## config.mk

```make
export PLATFORM = sky130hd
export DESIGN_NAME = fetch_ctrl
export DESIGN_NICKNAME = d
export VERILOG_FILES = /design/src/rtl/proc_pkg.sv /design/src/rtl/next_pc.sv /design/src/rtl/fetch_ctrl.sv
export SDC_FILE = /design/constraint.sdc
export NUM_CORES = 1
export LEC_CHECK = 0
export ABC_AREA = 1
export CORE_AREA = 2 2 52 102
export DETAILED_ROUTE_END_ITERATION = 10
export DIE_AREA = 0 0 54 104
export GPL_TIMING_DRIVEN = 1
export PLACE_DENSITY = 0.83
export SLEW_MARGIN = 20
export SYNTH_ARGS = -nofsm -noshare
export SYNTH_HDL_FRONTEND = slang
export SYNTH_HIERARCHICAL = 1
export SYNTH_SLANG_ARGS = --single-unit
```

## constraint.sdc

```tcl
create_clock -name Clk -period 3.6 [get_ports Clk]
set_clock_uncertainty 0.05 [all_clocks]
set_input_delay 0.72 -clock Clk [delete_from_list [all_inputs] [get_ports Clk]]
set_output_delay 0.72 -clock Clk [all_outputs]
set_load 0.02 [all_outputs]
```

## src/rtl/proc_pkg.sv

```systemverilog
// Shared fetch-path definitions: state encoding, address geometry and program
// start addresses used by the fetch sequencer, ROM and decoder.
package proc_pkg;

  typedef enum logic [1:0] {
    IDLE = 2'd0,
    RUN  = 2'd1,
    DONE = 2'd2
  } fetch_state_t;

  localparam int ADDR_W = 10;
  localparam int OFS_W  = 8;
  localparam int CNT_W  = 16;

  localparam logic [ADDR_W-1:0] START0 = 10'd0;
  localparam logic [ADDR_W-1:0] START1 = 10'd256;
  localparam logic [ADDR_W-1:0] START2 = 10'd512;
  localparam logic [ADDR_W-1:0] START3 = 10'd768;

  function automatic logic [ADDR_W-1:0] start_addr(input logic [1:0] sel);
    logic [ADDR_W-1:0] addr;
    case (sel)
      2'd0:    addr = START0;
      2'd1:    addr = START1;
      2'd2:    addr = START2;
      default: addr = START3;
    endcase
    return addr;
  endfunction

endpackage

```

## src/rtl/next_pc.sv

```systemverilog
// Combinational next-PC arithmetic for a RUN cycle (halt is handled by the
// caller). wrap_o flags a sequential increment past the top of the space.
module next_pc
  import proc_pkg::*;
#(
  parameter int AW = ADDR_W,
  parameter int OW = OFS_W
) (
  input  logic [AW-1:0] pc_i,
  input  logic          stall_i,
  input  logic          branch_en_i,
  input  logic          branch_rel_i,
  input  logic [AW-1:0] target_i,
  input  logic [OW-1:0] offset_i,
  output logic [AW-1:0] next_pc_o,
  output logic          wrap_o
);

  logic [AW-1:0] offset_ext_s;

  assign offset_ext_s = {{(AW-OW){offset_i[OW-1]}}, offset_i};

  // Stall drops any concurrent branch; relative targets wrap silently.
  always_comb begin
    next_pc_o = pc_i;
    wrap_o    = 1'b0;
    if (stall_i) begin
      next_pc_o = pc_i;
    end else if (branch_en_i) begin
      if (branch_rel_i) begin
        next_pc_o = pc_i + offset_ext_s;
      end else begin
        next_pc_o = target_i;
      end
    end else begin
      next_pc_o = pc_i + {{(AW-1){1'b0}}, 1'b1};
      wrap_o    = &pc_i;
    end
  end

endmodule

```

## src/rtl/fetch_ctrl.sv

```systemverilog
// Program counter and fetch sequencer in front of the instruction ROM: owns the
// Req/Ack handshake, start-address selection, branch/stall/halt and run status.
module fetch_ctrl
  import proc_pkg::*;
(
  input  logic              Clk,
  input  logic              Reset_n,
  input  logic              Req,
  input  logic [1:0]        ProgSel,
  input  logic              Halt,
  input  logic              Stall,
  input  logic              BranchEn,
  input  logic              BranchRel,
  input  logic [ADDR_W-1:0] BranchTarget,
  input  logic [OFS_W-1:0]  BranchOffset,
  output logic [ADDR_W-1:0] InstAddress,
  output logic              InstValid,
  output logic              Ack,
  output logic              Fault,
  output logic [CNT_W-1:0]  CycleCount
);

  localparam logic [CNT_W-1:0] CNT_MAX = {CNT_W{1'b1}};
  localparam logic [CNT_W-1:0] CNT_ONE = {{(CNT_W-1){1'b0}}, 1'b1};

  fetch_state_t      state_q;
  logic [ADDR_W-1:0] pc_q;
  logic              ack_q;
  logic              fault_q;
  logic [CNT_W-1:0]  cnt_q;
  logic [ADDR_W-1:0] pc_d;
  logic              wrap_s;

  next_pc #(.AW(ADDR_W), .OW(OFS_W)) u_next_pc (
    .pc_i         (pc_q),
    .stall_i      (Stall),
    .branch_en_i  (BranchEn),
    .branch_rel_i (BranchRel),
    .target_i     (BranchTarget),
    .offset_i     (BranchOffset),
    .next_pc_o    (pc_d),
    .wrap_o       (wrap_s)
  );

  // Sequencer: halt outranks everything; a sequential wrap ends the run with Fault.
  always_ff @(posedge Clk or negedge Reset_n) begin
    if (!Reset_n) begin
      state_q <= IDLE;
      pc_q    <= START0;
      ack_q   <= 1'b0;
      fault_q <= 1'b0;
      cnt_q   <= {CNT_W{1'b0}};
    end else begin
      case (state_q)
        IDLE: begin
          pc_q <= start_addr(ProgSel);
          if (Req) begin
            state_q <= RUN;
            cnt_q   <= {CNT_W{1'b0}};
            fault_q <= 1'b0;
          end
        end
        RUN: begin
          if (cnt_q != CNT_MAX) begin
            cnt_q <= cnt_q + CNT_ONE;
          end
          if (Halt) begin
            state_q <= DONE;
            ack_q   <= 1'b1;
          end else begin
            pc_q <= pc_d;
            if (wrap_s) begin
              fault_q <= 1'b1;
              state_q <= DONE;
              ack_q   <= 1'b1;
            end
          end
        end
        DONE: begin
          if (!Req) begin
            state_q <= IDLE;
            ack_q   <= 1'b0;
          end
        end
        default: begin
          state_q <= IDLE;
          ack_q   <= 1'b0;
        end
      endcase
    end
  end

  assign InstAddress = pc_q;
  assign InstValid   = (state_q == RUN) && !Stall && !Halt;
  assign Ack         = ack_q;
  assign Fault       = fault_q;
  assign CycleCount  = cnt_q;

endmodule
```

==> out/summary.txt <==
YS warnings - 6
part of the Yosys area used for sequential elements - 29.5%
Least-Margin Pin Slew - 0.603 ns
cell area reported after detailed placement - 3140 sq um
final setup vio count - 0
1st-pass router iterations - 4
number of synthesized flops with an enable pin - 0
MaxCap Viol Count - 0
relative contribution of combinational cells to total power - 49.1%
reg-to-reg critical path endpoint - InstAddress[8]
Synth Area per Inst - 6.60 sq um
HPWL Detailed - 5.55 mm
data required time at the worst endpoint - 2.83 ns
final number of max-transition violations - 0
via count of the first global-routing pass - 2,791
number of placed I/O pins - 56
grt ovf - 0
CTS buffer count - 5
fraction of power consumed by the clock network - 20.1%
worst IR drop on VDD - 0.495 mV
FF-to-FF Start - InstAddress[0]
R2R depth - 11
via total after detailed routing - 2,821
timing endpoint of the critical path - InstValid
Yosys cell types - 34
number of nets in the final layout - 483
portion of synthesized cell area occupied by the leading cell type - 29.5%
Placer Congestion - 0.859
final routed DRC violation total - 0
area growth from synthesis to layout - 27.5%
synthesized netlist net count - 425
maximum frequency from static timing analysis - 0.348 GHz
static leakage - 1.53 nW
share of the cycle needed by the critical path after routing - 79.8%
total net switching power - 0.759 mW
Layout fillers - 429
switching share of power - 44.5%
global-route usage over all layers - 28.0%
area of all placed cells without fillers - 3250 sq um
Internal Power - 0.945 mW
ratio of cells with drive above 1 in the final layout - 8.09%
buffer levels on the longest clock path - 2
Relative slew margins - 59.7%
register bit total from synthesis - 30
remaining antenna violation count after routing - 0
setup total negative slack - 0 ns
time the final worst path needs with I/O delays and setup - 2.87 ns
commonest register cell after synthesis - dfrtp_1
Chip Height - 104 microns
power density cells - 525 nW/um^2
initial detailed-routing violation count - 69
clk sink count - 30
clock network latency to the later pin of the worst-skew pair - 0.29 ns
initial antenna violation count - 0
Initial Util - 52.4%
setup repair after global routing missed its margin - false
diode insertion count for antenna repair - 0
Startpoint Class - primary input
TritonCTS clock tree - done
count of buffers added by post-CTS timing repair for setup - 0
Arr. time, crit path - 2.10 ns
maximum level of the CTS H-tree - 2
routed len/inst - 14.7 microns
root buf cell - clkbuf_8
fraction of synthesis flops using an asynchronous set or reset pin - 100%
number of placement rows - 36
CP Launch Point - Halt
leading post-synthesis cells by cell area - dfrtp_1, nand2_1, nor2_1
largest net degree at the start of global routing - 31
endpoint kind of the worst setup timing path - output pin
Crit Path Max Fanout - 2
hold buffer count at cts - 0
post-synth top area cell - dfrtp_1
classification of the worst-slack hold path - reg2reg
core area - 4860 sq um
final-report hold violation count - 0
netlist area before placement - 2550 sq um
die area - 5620 sq um
drt total wl - 7.36 mm
category of the most critical setup path - in2out
r2r setup slk - 1.31 ns
clock-pin slew on the worst setup and hold paths - 0.07 ns
post-cts resize count - 0
Reg power frac - 30.8%
outcome - finished, final reports clean
instance count of the mapped netlist - 386
Vias per Instance - 5.62
number of buffer cells added on primary ports - 55
first-pass GRT wire length - 12.0 mm
x dimension of the die - 54 microns
-- layer usage --
metal	track usage [%]	wire length, microns	vias to the layer above
li1	-	-	1376
met1	28.2	2650	1294
met2	49.1	3850	120
met3	3.74	418	31
met4	18.8	446	0
met5	0	0	-
-- critical path, cell delays in order --
cell	delay [ns]
clkdlybuf4s50_1	0.42
nor2_1	0.15
inv_1	0.07
nor2_1	0.12
clkdlybuf4s50_1	0.62
-- logic make-up (layout without fill, tap and decap cells) --
logic type / after synthesis / count (layout) / share of synthesized area (%)
fa+ha+maj: 12 / 12 / 6.19
flops: 30 / 30 / 29.5
compound gates: 55 / 55 / 13.3
mux: 1 / 1 / 0.393
simple gates: 229 / 229 / 39.1
xor+xnor: 9 / 9 / 3.09
buf+inv: 50 / 109 / 8.45
-- layout by cell type, fill, tap and decap left out, types with 5 or more instances in the layout --
| master | n |
|---|---|
| nand2_2 | 7 |
| nor2_2 | 7 |
| inv_1 | 42 |
| clkbuf_8 | 5 |
| a31oi_1 | 6 |
| a21oi_1 | 13 |
| clkdlybuf4s50_1 | 55 |
| a22o_1 | 8 |
| xor2_1 | 9 |
| nand2_1 | 104 |
| o21ai_0 | 18 |
| ha_1 | 11 |
| dfrtp_1 | 30 |
| nand3_1 | 38 |
| nor2_1 | 59 |
| nand4_1 | 5 |
-- cell type report --
class                   count  area [sq um]  share of cell area, %
clock buffers               5          68.8                   2.12
clock inverters             3          40.0                   1.23
flip-flops and latches     30           751                   23.1
well taps                  57          71.3                   2.20
multi-input cells         306          1580                   48.7
repair buffers             58           573                   17.6
inverters                  43           161                   4.97
-- cells in the mapped netlist (2+ instances only) --
cell and instances:
nor3_2 2, buf_4 5, nand2_1 104, nand3_2 3
a22o_1 8, o21ai_0 18, xor2_1 9, or2_2 2
a31oi_1 6, nand3_1 38, nand4_1 5, nor2_1 59
nand2_2 7, nor2_2 7, o21ai_2 2, dfrtp_1 30
a21oi_1 13, inv_1 42, ha_1 11
-- registers in the layout, indices dropped and copies added, names as in the netlist --
| signal | flops |
|---|---|
| Ack | 1 |
| Fault | 1 |
| CycleCount | 16 |
| state_q | 2 |
| InstAddress | 10 |
-- power groups by stage --
stage          registers [mW]  logic (mW)  clock network [mW]
6_report                0.524       0.837               0.343
5_1_grt                 0.539       0.934               0.359
4_1_cts                 0.524       0.834               0.341
3_5_place_dp            0.527       0.831                   0
3_3_place_gp            0.527       0.811                   0
2_1_floorplan           0.569       0.505                   0
-- metrics by stage --
stage	setup WS, ns	util (%)	total power, mW	cells	hold slack, ns
global placement	0.731	64.5	1.34	494	0.480
CTS	0.738	66.7	1.70	502	0.493
global route	0.620	66.7	1.83	502	0.541
finish	0.728	66.7	1.70	502	0.491
detailed placement	0.717	64.5	1.36	494	0.477
floorplan	1.39	-	1.07	386	0.374
-- how the worst min path moves through the flow --
stage,start,depth (start not counted),end
6_report,Ack,2,Ack
5_1_grt,Fault,2,Fault
4_1_cts,Ack,2,Ack
3_5_place_dp,Ack,2,Ack
3_3_place_gp,Ack,2,Ack
2_1_floorplan,Reset_n,0,Ack
No activity file was read; power rests on OpenSTA's default activity.
